`config.mk`:
```
export PLATFORM = sky130hd
export DESIGN_NAME = pc_sequencer
export DESIGN_NICKNAME = d
export VERILOG_FILES = /design/src/rtl/pc_sequencer.sv
export SDC_FILE = /design/constraint.sdc
export NUM_CORES = 1
export LEC_CHECK = 0
export CAP_MARGIN = 20
export CORE_ASPECT_RATIO = 1.5
export CORE_MARGIN = 8
export CORE_UTILIZATION = 54
export DETAILED_ROUTE_END_ITERATION = 6
export PLACE_DENSITY = 0.82
export SLEW_MARGIN = 30
export SYNTH_ARGS = -nofsm -noshare
export SYNTH_HDL_FRONTEND = slang
export SYNTH_SLANG_ARGS = --single-unit
```
`constraint.sdc`:
```
create_clock -name Clk -period 1.85 [get_ports Clk]
set_input_delay 0.2775 -clock Clk [delete_from_list [all_inputs] [get_ports Clk]]
set_output_delay 0.2775 -clock Clk [all_outputs]
set_load 0.03 [all_outputs]
```
`src/rtl/pc_sequencer.sv`:
```
// pc_sequencer: fetch-stage program counter with a 4-entry jump-target table and run control.
// Ports: Clk/Reset (sync, active-high); Start, Stall, HaltReq, BranchEn, Cond, JumpIdx decide PC;
//        JtWrEn/JtWrIdx/JtWrData load the table; ProgCtr, Running, Done are registered outputs.
module pc_sequencer #(
   parameter int D  = 12,  // PC width; TW must not exceed D
   parameter int TW = 8    // jump-table entry width
) (
   input  logic          Clk,
   input  logic          Reset,
   input  logic          Start,
   input  logic          Stall,
   input  logic          HaltReq,
   input  logic          BranchEn,
   input  logic          Cond,
   input  logic [1:0]    JumpIdx,
   input  logic          JtWrEn,
   input  logic [1:0]    JtWrIdx,
   input  logic [TW-1:0] JtWrData,
   output logic [D-1:0]  ProgCtr,
   output logic          Running,
   output logic          Done
);

   typedef enum logic [1:0] {
      S_IDLE = 2'd0,
      S_RUN  = 2'd1,
      S_HALT = 2'd2
   } state_t;

   state_t          state_q, state_d;
   logic [D-1:0]    pc_q, pc_d;
   logic [D-1:0]    branch_tgt;
   logic [TW-1:0]   jt_q [4];
   logic            running_q, done_q;

   // Next-state and next-PC decision. The branch target is read from the
   // registered table, so a same-cycle write to the same index is not seen
   // until the following cycle.
   always_comb begin
      branch_tgt = '0;
      branch_tgt[TW-1:0] = jt_q[JumpIdx];
      state_d = state_q;
      pc_d    = pc_q;
      case (state_q)
         S_IDLE: begin
            pc_d = '0;
            if (Start) state_d = S_RUN;
         end
         S_RUN: begin
            if (Stall) begin
               // hold everything
            end else if (HaltReq) begin
               state_d = S_HALT;  // PC keeps the halt-instruction address
            end else if (BranchEn && Cond) begin
               pc_d = branch_tgt;
            end else begin
               pc_d = pc_q + D'(1);  // wraps modulo 2^D
            end
         end
         S_HALT: begin
            if (Start) begin
               state_d = S_RUN;
               pc_d    = '0;
            end
         end
         default: begin
            state_d = S_IDLE;
            pc_d    = '0;
         end
      endcase
   end

   // Status flags are registered from the next state so they line up with
   // the state register without any input-to-output combinational path.
   always_ff @(posedge Clk) begin
      if (Reset) begin
         state_q   <= S_IDLE;
         pc_q      <= '0;
         running_q <= 1'b0;
         done_q    <= 1'b0;
         for (int i = 0; i < 4; i++) jt_q[i] <= '0;
      end else begin
         state_q   <= state_d;
         pc_q      <= pc_d;
         running_q <= (state_d == S_RUN);
         done_q    <= (state_d == S_HALT);
         if (JtWrEn) jt_q[JtWrIdx] <= JtWrData;  // allowed in every state, even while stalled
      end
   end

   assign ProgCtr = pc_q;
   assign Running = running_q;
   assign Done    = done_q;

endmodule

```
; ---- After elaboration in Yosys (flattened, before gate mapping)
; Memories as Yosys holds them, arrays and structs flattened.
; Cells that the tools add are included.
[word_totals]
output_inout_bits = 14
elab_cells = 35
n_memories = 1
ramBits = 32
ff_bits = 16
input_bits = 20
[memory_table]
columns = name, depth, width, rd, rd_ports_with_merged_regs, wr, line
row1 = jt_q, 4, 8, 1, 0, 4, 33  ; logic [TW-1:0] jt_q [4];
[classes]
n_mux = 17
add_sub_neg = 1
n_reduce_logical = 5
eq_ne = 7
[ops]
columns = op, count
row1 = 2-to-1 mux 12 bit, 4
row2 = one-hot mux 12 bit (2 select lines), 1
row3 = "adder 12 x 1 -> 12 bit, second input constant", 1
row4 = 2-to-1 mux 2 bit, 4
row5 = 2-to-1 mux 8 bit, 1
row6 = OR reduction 8 bit, 1
row7 = 2-to-1 mux 1 bit, 6
row8 = "!= test 2 bit, second input constant", 3
row9 = "== test 2 x 1 -> 1 bit, second input constant", 2
row10 = "== test 2 bit, second input constant", 2
row11 = one-hot mux 2 bit (2 select lines), 1
row12 = AND reduction 3 bit, 1
row13 = logical NOT 2 bit, 1
row14 = OR reduction 2 bit, 1
row15 = logical AND 1 bit, 1

; ---- Longest topological paths before layout
; Gate-level depths: netlist of the first run.
[logic_depth]
ltp_word = 5
depth_mapped = 6
ltp_nobuf = 5

; ---- Worst setup path before layout of the first run
; OpenSTA, ideal clock, no wires.
[synth_timing]
path_type = register -> register
from = reg pc_q[0] (netlist: ProgCtr[0])
to = reg pc_q[10] (netlist: ProgCtr[10])
n_path_buf = 0
synth_period_minus_slack_ns = 1.573
path_slack_ns = 0.277
t_required_ns = 1.733
setup_ns = 0.117
path_stages_with_launch = 6
t_arrival_ns = 1.456
cell_sequence = dfxtp_1 > ha_1 > nand3_1 > nor3_1 > xor2_1 > a22o_1
[synth_between]
elab_chain_len = 5
[synth_rtl]
columns = item, line
row1 = "start, declared", 31  ; logic [D-1:0] pc_q, pc_d;
row2 = "start signal, assigned", 84  ; pc_q <= pc_d;
row3 = adder 12 x 1 -> 12 bit, 57  ; pc_d = pc_q + D'(1);
row4 = 2-to-1 mux 12 bit, 54  ; end else if (BranchEn && Cond) begin
row5 = 2-to-1 mux 12 bit, 52  ; end else if (HaltReq) begin
row6 = 2-to-1 mux 12 bit, 50  ; if (Stall) begin
row7 = one-hot mux 12 bit (2 select lines), 44  ; case (state_q)
; Every way passes these cells. The select of a mux whose other input is x is not followed.
; A chain may end at the register's enable or synchronous reset.

; ---- Worst setup path after layout of the first run
[layout_timing]
from = reg pc_q[0] (netlist: ProgCtr[0])
to = out ProgCtr[0]
[layout_rtl]
columns = item, line
row1 = "end, declared", 19  ; output logic [D-1:0] ProgCtr,
; No word-level cell between the ends.

==> flow_summary_export.csv, run 1 <==
group,metric,value,unit
power,power_frac_comb,10.6,%
power,power.share.clock,34.2,%
finish,stdcell_count,282,
power,power.switching,0.482,mW
place,gp_congestion,0.804,
finish,num-fill-cells,341,
yosys,yosysTopAreaCell,"edfxtp_1",
yosys,synth-edff-count,32,
floorplan,die_area,6730,um^2
yosys,synth_ff_type,"edfxtp_1",
min_path,hold_path.class,"reg2reg",
power,leakage,1.03,nW
critical_path,crit_required,1570,ps
power,peakVddDrop,0.717,mV
timing,slew_headroom,74.6,%
detailed_routing,wl_met2,2630,um
detailed_routing,highest_layer,"met4",
detailed_routing,drt-initial-drc-count,111,
timing,drv_slew,0,
clocking,clock-sinks,48,
timing,fmax,560,MHz
yosys,yosysUniqueCellTypes,45,
finish,syn2layout_area_growth,22.9,%
detailed_routing,drtAntennaViolNets,0,
finish,final_common_cell,"and2_1",
detailed_routing,wl_per_cell,17.0,um
clocking,clockBufferDepth,2,
timing,finalSetupViolations,0,
yosys,seq_area_frac_synth,54.9,%
floorplan,io_pins,34,
power,p_int,1.73,mW
critical_path,critical_path_arrival,1510,ps
clocking,tritoncts,"yes",
timing,timing.final.crit_share,96.5,%
floorplan,std_cell_rows,29,
yosys,netlist_instances,188,
detailed_routing,wl_met1,1870,um
critical_path,cp_top_family,"buffers and inverters",
floorplan,fp.dieW,69.7,um
place,dp_hpwl,3530,um
critical_path,slowest_stage,"clkdlybuf4s50_1",
yosys,ys_seq_elements,48,
finish,multi_input_area,955,um^2
critical_path,path_buf_inv,1,
timing,post-route-min-period,1790,ps
yosys,postSynthAreaPerCell,12.4,um^2
detailed_routing,vias,1624,
grt,grt_antenna_before_repair,0,
yosys,async_flop_share,0,%
critical_path,crit_start,"ProgCtr[0]$_SDFFE_PP0P_",
critical_path,reg2reg_from,"ProgCtr[2]$_SDFFE_PP0P_",
grt,grt_pass1_vias,1681,
critical_path,path_cells,"clkdlybuf4s50_1",
outcome,status,"finished, final reports clean",
critical_path,end_kind,"output pin",
yosys,ys_warn_count,0,
finish,drive_gt1_share,16.9,%
critical_path,criticalPathCategory,"reg2out",
critical_path,cp_max_fo,7,
critical_path,start_kind,"flip-flop",
critical_path,max_stage_delay,730,ps
detailed_routing,dr.pass1.iters,4,
place,io_buffers,33,
yosys,synth_area_leaders,"edfxtp_1 (41%), dfxtp_1 (14%), and2_1 (9.1%), mux4_2 (6.8%), o2bb2ai_1 (2.6%)",
flow_run,drv_cap,0,
clocking,cts_buffers,5,
detailed_routing,viasPerCell,5.76,
clocking,cts_setup_buffers,0,
clocking,clkTransAtPathRegs,90,ps
clocking,htreeDepth,2,
finish,nNetsFinal,256,
floorplan,start_util,55.5,%
yosys,syn_nets,209,
detailed_routing,met3WireLength,207,um
timing,final-hold-violation-count,0,
grt,grt.total_usage,14.9,%
clocking,clock_latency,300,ps
grt,grt_pass1_wl,7990,um
finish,diodes,0,
min_path,min_from,"ProgCtr[11]$_SDFFE_PP0P_",
floorplan,die_h,96.5,um
yosys,synth_area,2330,um^2
timing,worst_pin_slew,378,ps
timing,whs,523,ps
clocking,root_buffer,"clkbuf_8",
power,swShare,21.8,%
grt,grt-ovfl-total,0,
floorplan,core_area,4210,um^2
timing,rsz0062_at_grt,"no",
clocking,post_cts_resized,0,
finish,ff_latch_area,1280,um^2
detailed_routing,drt_wl_total,4800,um
finish,layout_common_cells,"and2_1 (34), clkdlybuf4s50_1 (33), edfxtp_1 (32), dfxtp_1 (16), buf_4 (16)",
timing,fin_worst_skew,4.53,ps
power,seq_power_share,55.2,%
power,p_per_area,771,nW/um^2
yosys,yosys.area.top_type_share,41.2,%
clocking,cts_hold_buf,0,
detailed_routing,drc,0,
grt,grt_max_degree,16,
place,dp_cells,274,
[synthesized netlist by cell type, drive strengths merged, types with 2 or more instances]
| library cell | number |
|---|---|
| a21o | 2 |
| a21oi | 12 |
| clkbuf | 5 |
| mux4 | 8 |
| buf | 4 |
| o2bb2ai | 7 |
| nand3 | 6 |
| nand2b | 2 |
| edfxtp | 32 |
| o22ai | 5 |
| and2 | 34 |
| or2 | 2 |
| nor3 | 4 |
| dfxtp | 16 |
| nor2 | 11 |
| nor3b | 2 |
| nor4 | 3 |
| o221a | 2 |
| inv | 4 |
| a31o | 2 |
| nand2 | 7 |
[cells by family after synthesis]
logic type,after synthesis,synth area share (%)
muxes,9,8.31
buffers and inverters,13,4.23
adders and majority gates,1,0.536
xor gates and xnor gates,1,0.375
DFF,48,54.9
and+or+nand+nor,79,20.0
AOI/OAI and AO/OA,37,11.6
[metal layers]
metal | global-route usage, % | vias to the layer above
met5 | 0 | -
met4 | 6.72 | 0
met3 | 4.19 | 8
met2 | 28.6 | 41
met1 | 14.7 | 778
li1 | - | 797
[registers in the layout, summed over array words and instances (netlist names)]
register / count
ProgCtr: 12
state_q: 2
jt_q: 32
Running: 1
Done: 1
[layout make-up]
cell class,instances,area share (%)
sequential,48,44.6
multi-input combinational,127,33.3
timing repair buffer,49,15.7
clock buffer,5,2.40
tap,46,2.01
clock inverter,3,1.48
inverter,4,0.523
[path summary, 6_finish.rpt]
| check | depth (start not counted) | end | slack [ps] |
|---|---|---|---|
| hold reg to reg | 2 | ProgCtr[11]$_SDFFE_PP0P_ | 520 |
| setup / recovery | 1 | ProgCtr[0] | 60 |
| setup reg to reg | 4 | ProgCtr[11]$_SDFFE_PP0P_ | 320 |
| hold / removal | 2 | ProgCtr[11]$_SDFFE_PP0P_ | 520 |
[power by group through the flow]
stage	sequential (mW)	combinational (mW)	clock [mW]
after floorplan	1.25	0.138	0
after global placement	1.24	0.229	0
after detailed placement	1.25	0.234	0
after CTS	1.22	0.236	0.760
after global routing	1.23	0.253	0.807
final	1.22	0.234	0.757
[per-stage QoR]
stage | util [%] | worst slack [ps] | setup TNS (ps) | cell area (um^2) | power, mW
2_1_floorplan | - | 277 | 0 | 2330 | 1.38
3_3_place_gp | 65.5 | -18.0 | -24.7 | 2760 | 1.47
3_5_place_dp | 65.5 | -44.4 | -119 | 2760 | 1.48
4_1_cts | 68.2 | 67.2 | 0 | 2870 | 2.22
5_1_grt | 68.2 | 26.7 | 0 | 2870 | 2.29
6_report | 68.2 | 64.3 | 0 | 2870 | 2.21
No activity file was read; power rests on OpenSTA's default activity.
==> inputs of run 2 (changes only) <==
--- a/config.mk
+++ b/config.mk
@@ -11,7 +11,7 @@
 export CORE_UTILIZATION = 54
 export DETAILED_ROUTE_END_ITERATION = 6
 export PLACE_DENSITY = 0.82
-export SLEW_MARGIN = 30
+export REMOVE_ABC_BUFFERS = 1
 export SYNTH_ARGS = -nofsm -noshare
 export SYNTH_HDL_FRONTEND = slang
 export SYNTH_SLANG_ARGS = --single-unit
==> constraint.sdc (replaced) <==
create_clock -name Clk -period 2 [get_ports Clk]
set_input_delay 0.3 -clock Clk [delete_from_list [all_inputs] [get_ports Clk]]
set_output_delay 0.3 -clock Clk [all_outputs]
set_load 0.03 [all_outputs]
==> run 2 against run 1 <==
  * First-iteration DRC count increased by 1.8%
  * Critical path depth unchanged
  * Largest power group unchanged
  * Clock-buffer cell count unchanged
  * Via count decreased by 2.3%
  * Register-to-register slack improved by 140 ps
  * Worst setup slack improved by 140 ps
  * Worst hold slack improved by 4.4 ps
  * Non-clock buffer count decreased by 8
  * Sequential share of layout area increased by 0.43 points
  * Wire length decreased by 6.7%
==> flow_summary_export.csv, run 2 (same netlist as run 1, synthesis figures left out) <==
group,metric,value,unit
outcome,status,"finished, final reports clean",
clocking,clock_latency,300,ps
floorplan,die_area,6730,um^2
finish,final_core_util,67.5,%
finish,final_area,2840,um^2
clocking,cts_setup_buffers,0,
finish,nNetsFinal,248,
timing,post-route-min-period,1790,ps
finish,diodes,0,
finish,layout_common_cells,"and2_1 (34), clkdlybuf4s50_1 (33), edfxtp_1 (32), dfxtp_1 (16), a21oi_1 (12)",
floorplan,start_util,55.5,%
power,p_total,2.07,mW
critical_path,crit_required,1700,ps
clocking,cts_buffers,5,
grt,grt_max_degree,19,
finish,drive_gt1_share,14.5,%
clocking,clkTransAtPathRegs,90,ps
clocking,tritoncts,"yes",
clocking,root_buffer,"clkbuf_8",
min_path,hold_path.class,"reg2reg",
timing,drv_slew,0,
grt,grt_antenna_before_repair,0,
finish,final_common_cell,"and2_1",
grt,grt_pass1_wl,7500,um
place,gp_congestion,0.824,
timing,fmax,558,MHz
clocking,post_cts_resized,0,
floorplan,die_h,96.5,um
place,postPlaceCellArea,2720,um^2
critical_path,cp_max_fo,7,
detailed_routing,vias,1586,
timing,whs,528,ps
place,io_buffers,33,
floorplan,fp.dieW,69.7,um
timing,finalSetupViolations,0,
timing,timing.final.crit_share,89.7,%
grt,grt.total_usage,13.9,%
floorplan,io_pins,34,
critical_path,end_kind,"output pin",
critical_path,start_kind,"flip-flop",
finish,syn2layout_area_growth,21.8,%
power,leakage,1.01,nW
power,p_per_area,728,nW/um^2
critical_path,ff2ff_setup_slack,460,ps
clocking,clockBufferDepth,2,
critical_path,crit_start,"ProgCtr[0]$_SDFFE_PP0P_",
critical_path,critical_path_arrival,1490,ps
detailed_routing,wl_per_cell,16.3,um
finish,regMostFlops,"jt_q",
min_path,min_from,"ProgCtr[11]$_SDFFE_PP0P_",
power,peakVddDrop,0.679,mV
critical_path,max_stage_delay,720,ps
detailed_routing,drc,0,
floorplan,core_area,4210,um^2
grt,grt_pass1_vias,1647,
critical_path,criticalPathCategory,"reg2out",
clocking,cts_hold_buf,0,
critical_path,slowest_stage,"clkdlybuf4s50_1",
timing,worst_pin_slew,371,ps
detailed_routing,drt_wl_total,4480,um
clocking,clock-sinks,48,
timing,final-hold-violation-count,0,
floorplan,std_cell_rows,29,
flow_run,drv_cap,0,
grt,grt-ovfl-total,0,
timing,slew_headroom,75.2,%
detailed_routing,drt-initial-drc-count,113,
timing,rsz0062_at_grt,"no",
critical_path,reg2reg_from,"ProgCtr[0]$_SDFFE_PP0P_",
critical_path,path_cells,"clkdlybuf4s50_1",
detailed_routing,drtAntennaViolNets,0,
place,dp_hpwl,3500,um
detailed_routing,dr.pass1.iters,4,
detailed_routing,viasPerCell,5.79,
critical_path,cp_top_family,"buffers and inverters",
clocking,htreeDepth,2,
finish,largest_reg_flops,32,
timing,fin_worst_skew,4.84,ps
critical_path,path_buf_inv,1,
timing,tns,0,ps
[run 2: cell type report]
cell class	count	area, um^2
multi-input cells	127	955
inverters	4	15.0
repair buffers	41	415
clock inverters	3	50.0
flip-flops and latches	48	1280
well taps	46	57.6
fillers	324	1370
clock buffers	5	68.8
[run 2: through the flow]
stage	setup WS, ps	cells
finish	207	274
global route	140	274
CTS	197	274
detailed placement	92.0	266
global placement	113	266
floorplan	356	179
[run 2: final timing paths]
check                                  end  cells past startpoint
setup / recovery                ProgCtr[0]                      1
hold / removal    ProgCtr[11]$_SDFFE_PP0P_                      2
setup reg to reg  ProgCtr[10]$_SDFFE_PP0P_                      5
hold reg to reg   ProgCtr[11]$_SDFFE_PP0P_                      2
[run 2: layer usage]
layer | track usage, % | share of wire (%) | vias to the layer above
met5 | 0 | 0 | -
met1 | 12.8 | 37 | 740
met4 | 6.22 | 2.1 | 0
met2 | 27.1 | 54 | 52
met3 | 4.50 | 6.4 | 10
li1 | - | - | 784
[run 2: power breakdown]
| part | switching, mW | internal, mW | leakage (nW) |
|---|---|---|---|
| clock | 0.341 | 0.385 | 0.0607 |
| sequential | 0.0193 | 1.11 | 0.442 |
| combinational | 0.0961 | 0.113 | 0.507 |
==> inputs of run 3 (changes only) <==
--- a/config.mk
+++ b/config.mk
@@ -5,6 +5,7 @@
 export SDC_FILE = /design/constraint.sdc
 export NUM_CORES = 1
 export LEC_CHECK = 0
+export ABC_AREA = 1
 export CAP_MARGIN = 20
 export CORE_ASPECT_RATIO = 1.5
 export CORE_MARGIN = 8
==> run 3 against run 2 <==
  * Register-to-register slack gained 120 ps
  * Worst hold slack lost 22 ps
  * Sequential cell count is the same
  * Global-route usage grew 0.96 points
  * Maximum frequency grew 1.4%
  * Sequential share of layout area shrank 1.4 points
  * Worst setup slack gained 25 ps
  * Utilization shrank 1.4 points
  * Cell area grew 3.1%
  * Clock power shrank 5.2%
==> flow_summary_export.csv, run 3 <==
group,metric,value,unit
outcome,status,"finished, final reports clean",
clocking,root_buffer,"clkbuf_8",
power,p_total,2.04,mW
flow_run,drv_cap,0,
finish,final_common_cell,"nand2_1",
finish,syn2layout_area_growth,21.5,%
clocking,cts_buffers,5,
detailed_routing,dr.pass1.iters,4,
power,leakage,1.16,nW
yosys,seq_area_frac_synth,53.1,%
min_path,min_from,"ProgCtr[10]$_SDFFE_PP0P_",
yosys,yosysUniqueCellTypes,28,
timing,fmax,565,MHz
clocking,clockBufferDepth,2,
finish,stdcell_count,384,
finish,num-fill-cells,373,
floorplan,die_area,6910,um^2
critical_path,cp_max_fo,6,
critical_path,critical_path_arrival,1470,ps
clocking,cts_setup_buffers,0,
yosys,async_flop_share,0,%
floorplan,io_pins,34,
finish,layout_common_cells,"nand2_1 (64), nor2_1 (50), clkdlybuf4s50_1 (33), edfxtp_1 (32), inv_1 (30)",
min_path,min_to,"ProgCtr[10]$_SDFFE_PP0P_",
timing,slew_headroom,71.0,%
power,p_per_area,696,nW/um^2
clocking,clock-sinks,48,
grt,grt_max_degree,17,
critical_path,ff2ff_setup_slack,580,ps
finish,drive_gt1_share,10.7,%
timing,drv_slew,0,
place,dp_hpwl,4000,um
finish,largest_reg_flops,32,
critical_path,end_kind,"output pin",
detailed_routing,wl_per_cell,13.0,um
clocking,tritoncts,"yes",
clocking,cts_hold_buf,0,
finish,nNetsFinal,356,
critical_path,path_buf_inv,1,
yosys,synthXorXnorAreaFrac,0.363,%
floorplan,std_cell_rows,30,
yosys,synthMuxAreaShare,0,%
finish,regMostFlops,"jt_q",
grt,grt.total_usage,14.8,%
timing,whs,506,ps
clocking,clkTransAtPathRegs,80,ps
grt,grt_pass1_vias,1997,
yosys,synth-compound-area-share,8.25,%
floorplan,die_h,97.9,um
critical_path,reg2reg_from,"ProgCtr[0]$_SDFFE_PP0P_",
yosys,ys_warn_count,0,
yosys,yosysTopAreaCell,"edfxtp_1",
place,io_buffers,33,
timing,post-route-min-period,1770,ps
grt,grt_antenna_before_repair,0,
grt,grt_pass1_wl,8360,um
yosys,synth_top_family_by_area,"simple AND/OR/NAND/NOR gates",
yosys,yosys.area.top_type_share,39.8,%
critical_path,criticalPathCategory,"reg2out",
finish,diodes,0,
timing,tns,0,ps
timing,rsz0062_at_grt,"no",
detailed_routing,viasPerCell,5.37,
yosys,netlist_instances,292,
floorplan,start_util,54.5,%
detailed_routing,drt_wl_total,5000,um
min_path,hold_path.class,"reg2reg",
critical_path,max_stage_delay,720,ps
min_path,min_path_cells,2,
grt,grt-ovfl-total,0,
critical_path,start_kind,"flip-flop",
power,peakVddDrop,0.447,mV
timing,finalSetupViolations,0,
critical_path,regToRegEndpoint,"ProgCtr[8]$_SDFFE_PP0P_",
floorplan,fp.dieW,70.6,um
yosys,synthMostInstantiatedCell,"nand2_1",
critical_path,crit_required,1700,ps
detailed_routing,drt-initial-drc-count,192,
yosys,postSynthAreaPerCell,8.26,um^2
clocking,htreeDepth,2,
detailed_routing,drtAntennaViolNets,0,
clocking,post_cts_resized,0,
yosys,synth_common_cells,"nand2_1 (64), nor2_1 (50), edfxtp_1 (32)",
yosys,synth-simple-area-share,29.6,%
place,dp_cells,376,
clocking,clock_latency,300,ps
yosys,ys_seq_elements,48,
yosys,synthAdderAreaFrac,0.519,%
yosys,synth_area,2410,um^2
detailed_routing,drc,0,
floorplan,core_area,4430,um^2
timing,worst_pin_slew,433,ps
critical_path,path_cells,"clkdlybuf4s50_1",
critical_path,cp_top_family,"buffers and inverters",
critical_path,r2r_cells,6,
timing,fin_worst_skew,4.82,ps
place,gp_congestion,0.890,
timing,timing.final.crit_share,88.4,%
detailed_routing,vias,2062,
timing,final-hold-violation-count,0,
yosys,synth_ff_type,"edfxtp_1",
critical_path,slowest_stage,"clkdlybuf4s50_1",
yosys,synth_area_leaders,"edfxtp_1 (40%), dfxtp_1 (13%), nand2_1 (10%), nor2_1 (7.8%), nand3_1 (5.8%)",
yosys,synth-edff-count,32,
[run 3: cell types whose count changed after synthesis, moves of 12 or more]
cell,change
inv_1,+26
nor2_1,+40
and2_1,-34
o21ai_0,+12
nand3_1,+22
nand2_1,+57
[run 3: per-stage QoR]
step           util [%]  cell area, um^2  worst slack [ps]
2_1_floorplan         -             2350               367
3_3_place_gp       63.7             2820               217
3_5_place_dp       63.7             2820               165
4_1_cts            66.2             2930               231
5_1_grt            66.2             2930               170
6_report           66.2             2930               231
[run 3: kinds of logic after synthesis]
group           Yosys count
fa+ha+maj                 1
buf+inv                  43
simple gates            164
flops                    48
compound gates           35
xor+xnor                  1
[run 3: metal layers]
metal  wire [um]  global-route usage, %  share of wire, %
met5           0                      0                 0
met4         125                   8.05               2.5
met3         298                   4.51               6.0
met2        2700                   27.3                54
met1        1880                   14.0                38
[run 3: how the worst max path moves through the flow]
stage / start / to / slack [ps] / cells past startpoint
after floorplan: JtWrIdx[1] / jt_q[2][0]$_SDFFCE_PN0P_ / 370 / 4
after global placement: Reset / jt_q[0][1]$_SDFFCE_PN0P_ / 220 / 6
after detailed placement: Reset / jt_q[0][1]$_SDFFCE_PN0P_ / 170 / 6
after CTS: ProgCtr[3]$_SDFFE_PP0P_ / ProgCtr[3] / 230 / 1
after global routing: ProgCtr[3]$_SDFFE_PP0P_ / ProgCtr[3] / 170 / 1
final: ProgCtr[3]$_SDFFE_PP0P_ / ProgCtr[3] / 230 / 1
[run 3: power by group]
group | internal, mW | switching [mW]
combinational | 0.0883 | 0.131
sequential | 1.11 | 0.0174
clock | 0.370 | 0.319
[run 3: layout make-up]
cell class                 count  area, um^2  area share, %
clock buffer                   5        68.8           2.35
inverter                      35         131           4.48
timing repair buffer          44         413           14.1
tap                           48        60.1           2.05
clock inverter                 3        42.5           1.45
sequential                    48        1280           43.7
multi-input combinational    201         935           31.9
[run 3: worst reg2reg max path, delay by kind of cell (launching register included)]
family	cells	cell delay [ps]
flip-flops	1	440
AND/OR/NAND/NOR	3	400
adder cells (fa/ha/maj)	1	280
AO/OA/AOI/OAI	2	200
